===== src/rtl/task_2_result_streamer.sv =====
// Result staging buffer for the task-2 solver: the core fills words by address, commits,
// and the block then arms the output FIFO stage and streams the packet in address order.
module task_2_result_streamer #(
  parameter int DATA_WIDTH = 8,
  parameter int NUM_WORDS  = 81,
  parameter int ADDR_WIDTH = $clog2(NUM_WORDS)
) (
  input  logic                  i_clk,
  input  logic                  i_rst,
  input  logic                  i_wr_en,
  input  logic [ADDR_WIDTH-1:0] i_wr_addr,
  input  logic [DATA_WIDTH-1:0] i_wr_data,
  input  logic                  i_commit,
  output logic                  o_wr_ready,
  input  logic                  i_out_busy,
  input  logic                  i_out_full,
  output logic                  o_input_last,
  output logic [DATA_WIDTH-1:0] o_data,
  output logic                  o_data_valid,
  output logic                  o_done,
  output logic                  o_err
);

  typedef enum logic [2:0] {
    S_FILL,
    S_WAIT,
    S_ARM,
    S_STREAM,
    S_DONE
  } state_t;

  localparam logic [ADDR_WIDTH-1:0] LAST_ADDR = ADDR_WIDTH'(NUM_WORDS - 1);

  state_t                state_q, state_d;
  logic [ADDR_WIDTH-1:0] cnt_q, cnt_d;
  logic [DATA_WIDTH-1:0] mem_q [NUM_WORDS];
  logic [DATA_WIDTH-1:0] mem_d [NUM_WORDS];
  logic [DATA_WIDTH-1:0] data_q, data_d;
  logic                  valid_q, valid_d;
  logic                  last_q, last_d;
  logic                  done_q, done_d;
  logic                  err_q, err_d;

  logic                  in_fill;
  logic                  wr_in_range;
  logic                  wr_accept;
  logic                  proto_err;
  logic [ADDR_WIDTH-1:0] rd_idx;

  assign in_fill     = (state_q == S_FILL);
  assign wr_in_range = (i_wr_addr <= LAST_ADDR);
  assign wr_accept   = i_wr_en && in_fill && wr_in_range;
  assign proto_err   = (i_wr_en && (!in_fill || !wr_in_range)) || (i_commit && !in_fill);
  assign rd_idx      = cnt_q + ADDR_WIDTH'(1);

  // Storage keeps its contents between packets; only accepted writes modify it.
  always_comb begin
    for (int i = 0; i < NUM_WORDS; i++) begin
      mem_d[i] = mem_q[i];
      if (wr_accept && (i_wr_addr == ADDR_WIDTH'(i))) begin
        mem_d[i] = i_wr_data;
      end
    end
  end

  always_comb begin
    state_d = state_q;
    cnt_d   = cnt_q;
    data_d  = '0;
    valid_d = 1'b0;
    last_d  = 1'b0;
    done_d  = 1'b0;
    err_d   = err_q | proto_err;

    case (state_q)
      S_FILL: begin
        if (i_commit) begin
          state_d = S_WAIT;
        end
      end
      S_WAIT: begin
        if (!i_out_busy && !i_out_full) begin
          state_d = S_ARM;
          last_d  = 1'b1;
        end
      end
      // Word 0 is fetched while arming so it lands the cycle after o_input_last.
      S_ARM: begin
        state_d = S_STREAM;
        cnt_d   = '0;
        data_d  = mem_q[0];
        valid_d = 1'b1;
      end
      S_STREAM: begin
        if (cnt_q == LAST_ADDR) begin
          state_d = S_DONE;
          done_d  = 1'b1;
        end else begin
          cnt_d   = rd_idx;
          data_d  = mem_q[rd_idx];
          valid_d = 1'b1;
        end
      end
      S_DONE: begin
        state_d = S_FILL;
      end
      default: begin
        state_d = S_FILL;
      end
    endcase
  end

  always_ff @(posedge i_clk) begin
    if (i_rst) begin
      state_q <= S_FILL;
      cnt_q   <= '0;
      data_q  <= '0;
      valid_q <= 1'b0;
      last_q  <= 1'b0;
      done_q  <= 1'b0;
      err_q   <= 1'b0;
      for (int i = 0; i < NUM_WORDS; i++) begin
        mem_q[i] <= '0;
      end
    end else begin
      state_q <= state_d;
      cnt_q   <= cnt_d;
      data_q  <= data_d;
      valid_q <= valid_d;
      last_q  <= last_d;
      done_q  <= done_d;
      err_q   <= err_d;
      mem_q   <= mem_d;
    end
  end

  assign o_wr_ready   = in_fill && !i_rst;
  assign o_input_last = last_q;
  assign o_data       = data_q;
  assign o_data_valid = valid_q;
  assign o_done       = done_q;
  assign o_err        = err_q;

  a_cnt_bound: assert property (@(posedge i_clk) disable iff (i_rst) cnt_q <= LAST_ADDR);
  a_valid_in_stream: assert property (@(posedge i_clk) disable iff (i_rst)
    valid_q |-> (state_q == S_STREAM));
  a_last_in_arm: assert property (@(posedge i_clk) disable iff (i_rst)
    last_q |-> (state_q == S_ARM));
  a_done_in_done: assert property (@(posedge i_clk) disable iff (i_rst)
    done_q |-> (state_q == S_DONE));

endmodule


===== config.mk =====
export PLATFORM = sky130hd
export DESIGN_NAME = task_2_result_streamer
export DESIGN_NICKNAME = d
export VERILOG_FILES = /design/src/rtl/task_2_result_streamer.sv
export SDC_FILE = /design/constraint.sdc
export NUM_CORES = 2
export LEC_CHECK = 0
export ABC_AREA = 1
export CAP_MARGIN = 10
export CORE_MARGIN = 2
export CORE_UTILIZATION = 61
export CTS_BUF_LIST = sky130_fd_sc_hd__clkbuf_4 sky130_fd_sc_hd__clkbuf_8
export DETAILED_ROUTE_END_ITERATION = 10
export PLACE_DENSITY_LB_ADDON = 0.05
export SLEW_MARGIN = 20
export SYNTH_ARGS = -nofsm -noshare
export SYNTH_HDL_FRONTEND = slang
export SYNTH_SLANG_ARGS = --single-unit

===== constraint.sdc =====
create_clock -name i_clk -period 4.35 [get_ports i_clk]
set_clock_uncertainty 0.05 [all_clocks]
set_input_delay 0.435 -clock i_clk [delete_from_list [all_inputs] [get_ports i_clk]]
set_output_delay 0.435 -clock i_clk [all_outputs]
set_load 0.01 [all_outputs]

==> results_tabular.tex <==
\begin{tabular}{lr}
\hline
Metric & Value \\
\hline
\multicolumn{2}{l}{\textbf{Critical path}} \\
\quad Critical path class & flip-flop to flip-flop \\
\quad Required time at the endpoint of the critical path & 4870 ps \\
\quad Most numerous cell on the critical path & sky130\_fd\_sc\_hd\_\_nand2\_1 \\
\quad Worst reg2reg path startpoint & cnt\_q[0] \\
\quad Highest cell delay on the worst timing path & 430 ps \\
\quad Crit end category & flip-flop \\
\quad Standard cell with the maximum stage delay on the critical path & sky130\_fd\_sc\_hd\_\_dfxtp\_4 \\
\quad Cell chain of the critical path & buf\_4 > nand4\_1 > nand2\_1 > clkinv\_1 > buf\_4 > nor3\_2 > nand2\_1 > nand2\_1 > nand2\_1 > nand2\_1 > nand2\_1 > a21oi\_1 \\
\quad Worst Path Arrival & about 3800 ps \\
\quad Crit-path max FO & 40 \\
\quad CP Launch Point & cnt\_q[0] \\
\quad Launching element type of the critical path & flip-flop \\
\multicolumn{2}{l}{\textbf{Timing}} \\
\quad Setup repair after global routing missed its margin & no \\
\quad Max Clock Freq & approximately 310 MHz \\
\quad Post-route clock period utilization & 74.24\% \\
\quad Setup violations, final & 0 \\
\quad Hold WS & roughly 210 ps \\
\quad Relative max-transition margin & 26.66\% \\
\quad Number of endpoints with negative hold slack in the final report & 0 \\
\quad Worst-Margin Slew & between 1000 and 1500 ps \\
\quad Final Max Tran Viols & 0 \\
\quad Summed negative setup slack over all endpoints & 0 ps \\
\quad Final critical-path required period & 3230 ps \\
\multicolumn{2}{l}{\textbf{Synth}} \\
\quad Post-synth design cell area & about 30000 sq um \\
\quad Syn nets & $\sim$4400 \\
\quad Average footprint of a synthesized cell & between 7 and 8 sq um \\
\quad Yosys warning total & 0 \\
\quad Share of the synthesized area in the top cell type & a little over two fifths \\
\quad Gate count of the mapped netlist & between 4000 and 5000 \\
\quad List of most frequent post-synthesis cells & sky130\_fd\_sc\_hd\_\_nand2\_1, sky130\_fd\_sc\_hd\_\_a21oi\_1, sky130\_fd\_sc\_hd\_\_dfxtp\_1 \\
\quad Most frequently used flop master after synthesis & sky130\_fd\_sc\_hd\_\_dfxtp\_1 \\
\quad EDFF count, synth & 0 \\
\quad Dominant cell by count in the synthesized netlist & sky130\_fd\_sc\_hd\_\_nand2\_1 \\
\quad Number of synthesized register bits & 670 \\
\quad Fraction of registers with async set/reset & 0\% \\
\quad Yosys top cell by area & sky130\_fd\_sc\_hd\_\_dfxtp\_1 \\
\quad Leading cell types by total area after synthesis & sky130\_fd\_sc\_hd\_\_dfxtp\_1, sky130\_fd\_sc\_hd\_\_a21oi\_1, sky130\_fd\_sc\_hd\_\_o21ai\_0 \\
\quad Number of unique standard cell types used by synthesis & 36 \\
\quad Seq/Total Area, Yosys & a little over two fifths \\
\multicolumn{2}{l}{\textbf{Finish}} \\
\quad Post-route cell area & between 30000 and 40000 sq um \\
\quad Final net count & roughly 4200 \\
\quad Proportion of layout cells with a drive suffix above 1 & under 10\% \\
\quad Synth-to-layout area growth & 8.863\% \\
\quad Final-layout fill cell count & roughly 4600 \\
\multicolumn{2}{l}{\textbf{Power and ir drop}} \\
\quad Reg power frac & 47.7\% \\
\quad Internal Dissipation & about 9.8 mW \\
\quad Final total power & $\sim$13 mW \\
\quad Fraction of power spent switching nets & around a quarter \\
\quad VDD IR max & 0.2942 mV \\
\quad Relative contribution of combinational cells to total power & around 6\% \\
\quad Power per cell area & about 390 nW/um\^{}2 \\
\quad Psw & between 3 and 4 mW \\
\quad Fraction of power consumed by the clock network & around 46\% \\
\quad P\_leak & $\sim$12 nW \\
\multicolumn{2}{l}{\textbf{Flow run}} \\
\quad Number of max-cap violations & 0 \\
\multicolumn{2}{l}{\textbf{Clocking}} \\
\quad Clock latency of the later-clocked register in the worst-skew pair & about 740 ps \\
\quad Total clock buffers created by CTS & 109 \\
\quad TritonCTS clock tree & yes \\
\quad Post-CTS resize count & 0 \\
\quad Post-CTS setup buffer count & 0 \\
\quad Clk sinks & 670 \\
\quad Maximum level of the CTS H-tree & 3 \\
\quad Deepest clock path buffer count & 3 \\
\quad Clk pin slew, worst setup/hold paths & $\sim$60 ps \\
\quad Clock Tree Root & sky130\_fd\_sc\_hd\_\_clkbuf\_8 \\
\quad Number of buffers inserted by hold repair at cts & 0 \\
\multicolumn{2}{l}{\textbf{Placement}} \\
\quad Sum of net half-perimeters after detailed placement & roughly 53 mm \\
\quad Number of I/O port buffers & 33 \\
\quad Total cell area at the placement stage & between 30000 and 40000 sq um \\
\quad Final RePlAce weighted congestion & $\sim$0.9 \\
\multicolumn{2}{l}{\textbf{Die}} \\
\quad Top Ports & 34 \\
\quad Std cell rows & roughly 80 \\
\quad Floorplan die area & about 52000 sq um \\
\quad Die boundary height & between 200 and 250 microns \\
\quad Floorplan die width & 228.4 microns \\
\quad Floorplan core area & 49970 sq um \\
\quad Effective utilization at floorplan & between 60\% and 70\% \\
\multicolumn{2}{l}{\textbf{Drt}} \\
\quad Routed via count divided by cell count & 5.700 \\
\quad Drt first pass iters & 8 \\
\quad Violation count after the first detailed-routing iteration & 3086 \\
\quad Total wirelength of the detailed-routed design & about 91 mm \\
\quad Detailed-route via count & between 20000 and 30000 \\
\quad Average wire per cell in the routed design & about 18 microns \\
\quad Post-route DRC & 0 \\
\quad Number of nets with antenna violations after routing & 0 \\
\multicolumn{2}{l}{\textbf{GRT}} \\
\quad Global-route wire length before repair & about 140 mm \\
\quad Number of antenna violations at the first check in global routing & 1 \\
\quad Pin count of the biggest net entering global routing & 200 \\
\quad Overall track demand over capacity in global routing & between 30 and 40\% \\
\quad Via count of the first global-routing pass & between 20000 and 30000 \\
\quad Aggregate global routing overflow & 0 \\
\multicolumn{2}{l}{\textbf{Min path}} \\
\quad Hold Path Class & primary input to flip-flop \\
\quad Hold\_sp & i\_wr\_data[1] \\
\multicolumn{2}{l}{\textbf{Status}} \\
\quad Run status & finished, final reports clean \\
\hline
\end{tabular}
## state kept, by name, summed over array words and instances, names as in the netlist
signal,count
mem_q,648
o_data,8
cnt_q,7
state_q,3
o_data_valid,1
o_done,1
o_err,1
o_input_last,1
## placed cells by master (no fill, tap or decap), drive strengths merged, types with 2 or more instances in the layout
master         count
nand2            733
a21oi            689
dfxtp            670
inv              578
o21ai            573
nand3            539
clkbuf           180
o21a              74
o211ai            73
buf               69
nor2              38
clkdlybuf4s50     24
nor3              23
clkinv            16
nor4               5
clkinvlp           3
bufinv             3
xor2               3
diode              2
nand4              2
ha                 2
## path summary, 6_finish.rpt
path | end | slack, ps | depth (start not counted)
worst max-delay path | o_data[7] | 1120 | 12
worst min-delay path | mem_q[57] | 210 | 3
worst max register to register | o_data[7] | 1120 | 12
worst min register to register | mem_q[187] | 390 | 2
## worst max-delay path, delay by kind of cell, from the launching register on
kind	cells	cell delay, ps
flops	1	430
simple gates	8	1020
buf+inv	3	1160
compound gates	1	380
## power by group through the flow
stage	logic (mW)	clock network, mW	registers, mW
final	0.766	5.99	6.16
after global routing	0.838	6.31	6.16
after CTS	0.750	6.05	6.16
after detailed placement	0.748	0	6.30
after global placement	0.744	0	6.29
after floorplan	0.511	0	6.29
## through the flow
stage / worst slack, ps / instances / utilization [%]
2_1_floorplan: 1372 / 4381 / -
3_3_place_gp: 747.2 / 4781 / 62.07
3_5_place_dp: 686.8 / 4781 / 62.07
4_1_cts: 1189 / 4974 / 66.92
5_1_grt: 890.5 / 4975 / 66.93
6_report: 1120 / 4976 / 66.93
## logic make-up (layout without fill, tap and decap cells)
kind of cell / after synthesis / count (layout) / share of synthesized area, %
compound gates: 1411 / 1411 / 24.20
simple gates: 1342 / 1342 / 19.77
buf+inv: 952 / 873 / 12.15
flops: 670 / 670 / 43.66
xor+xnor: 4 / 4 / 0.1385
fa+ha+maj: 2 / 2 / 0.08145
other cells: 0 / 2 / 0
## final cells by class
cell class	instances	area [sq um]	area share, %
antenna	2	5.005	0.01497
clock buffer	180	2252	6.735
clock inverter	13	171.4	0.5126
inverter	587	2221	6.641
multi-input combinational	2759	13630	40.75
sequential	670	13420	40.12
tap	672	840.8	2.514
timing repair buffer	93	908.4	2.716
## routing by layer
| layer | track usage, % | vias up | wire, microns |
|---|---|---|---|
| met5 | 0 | - | 0 |
| met4 | 15.18 | 0 | 3821 |
| met3 | 5.838 | 244 | 7477 |
| met2 | 51.71 | 1069 | 39420 |
| met1 | 48.91 | 12940 | 40420 |
| li1 | - | 14110 | - |
No activity file was read; power rests on OpenSTA's default activity.
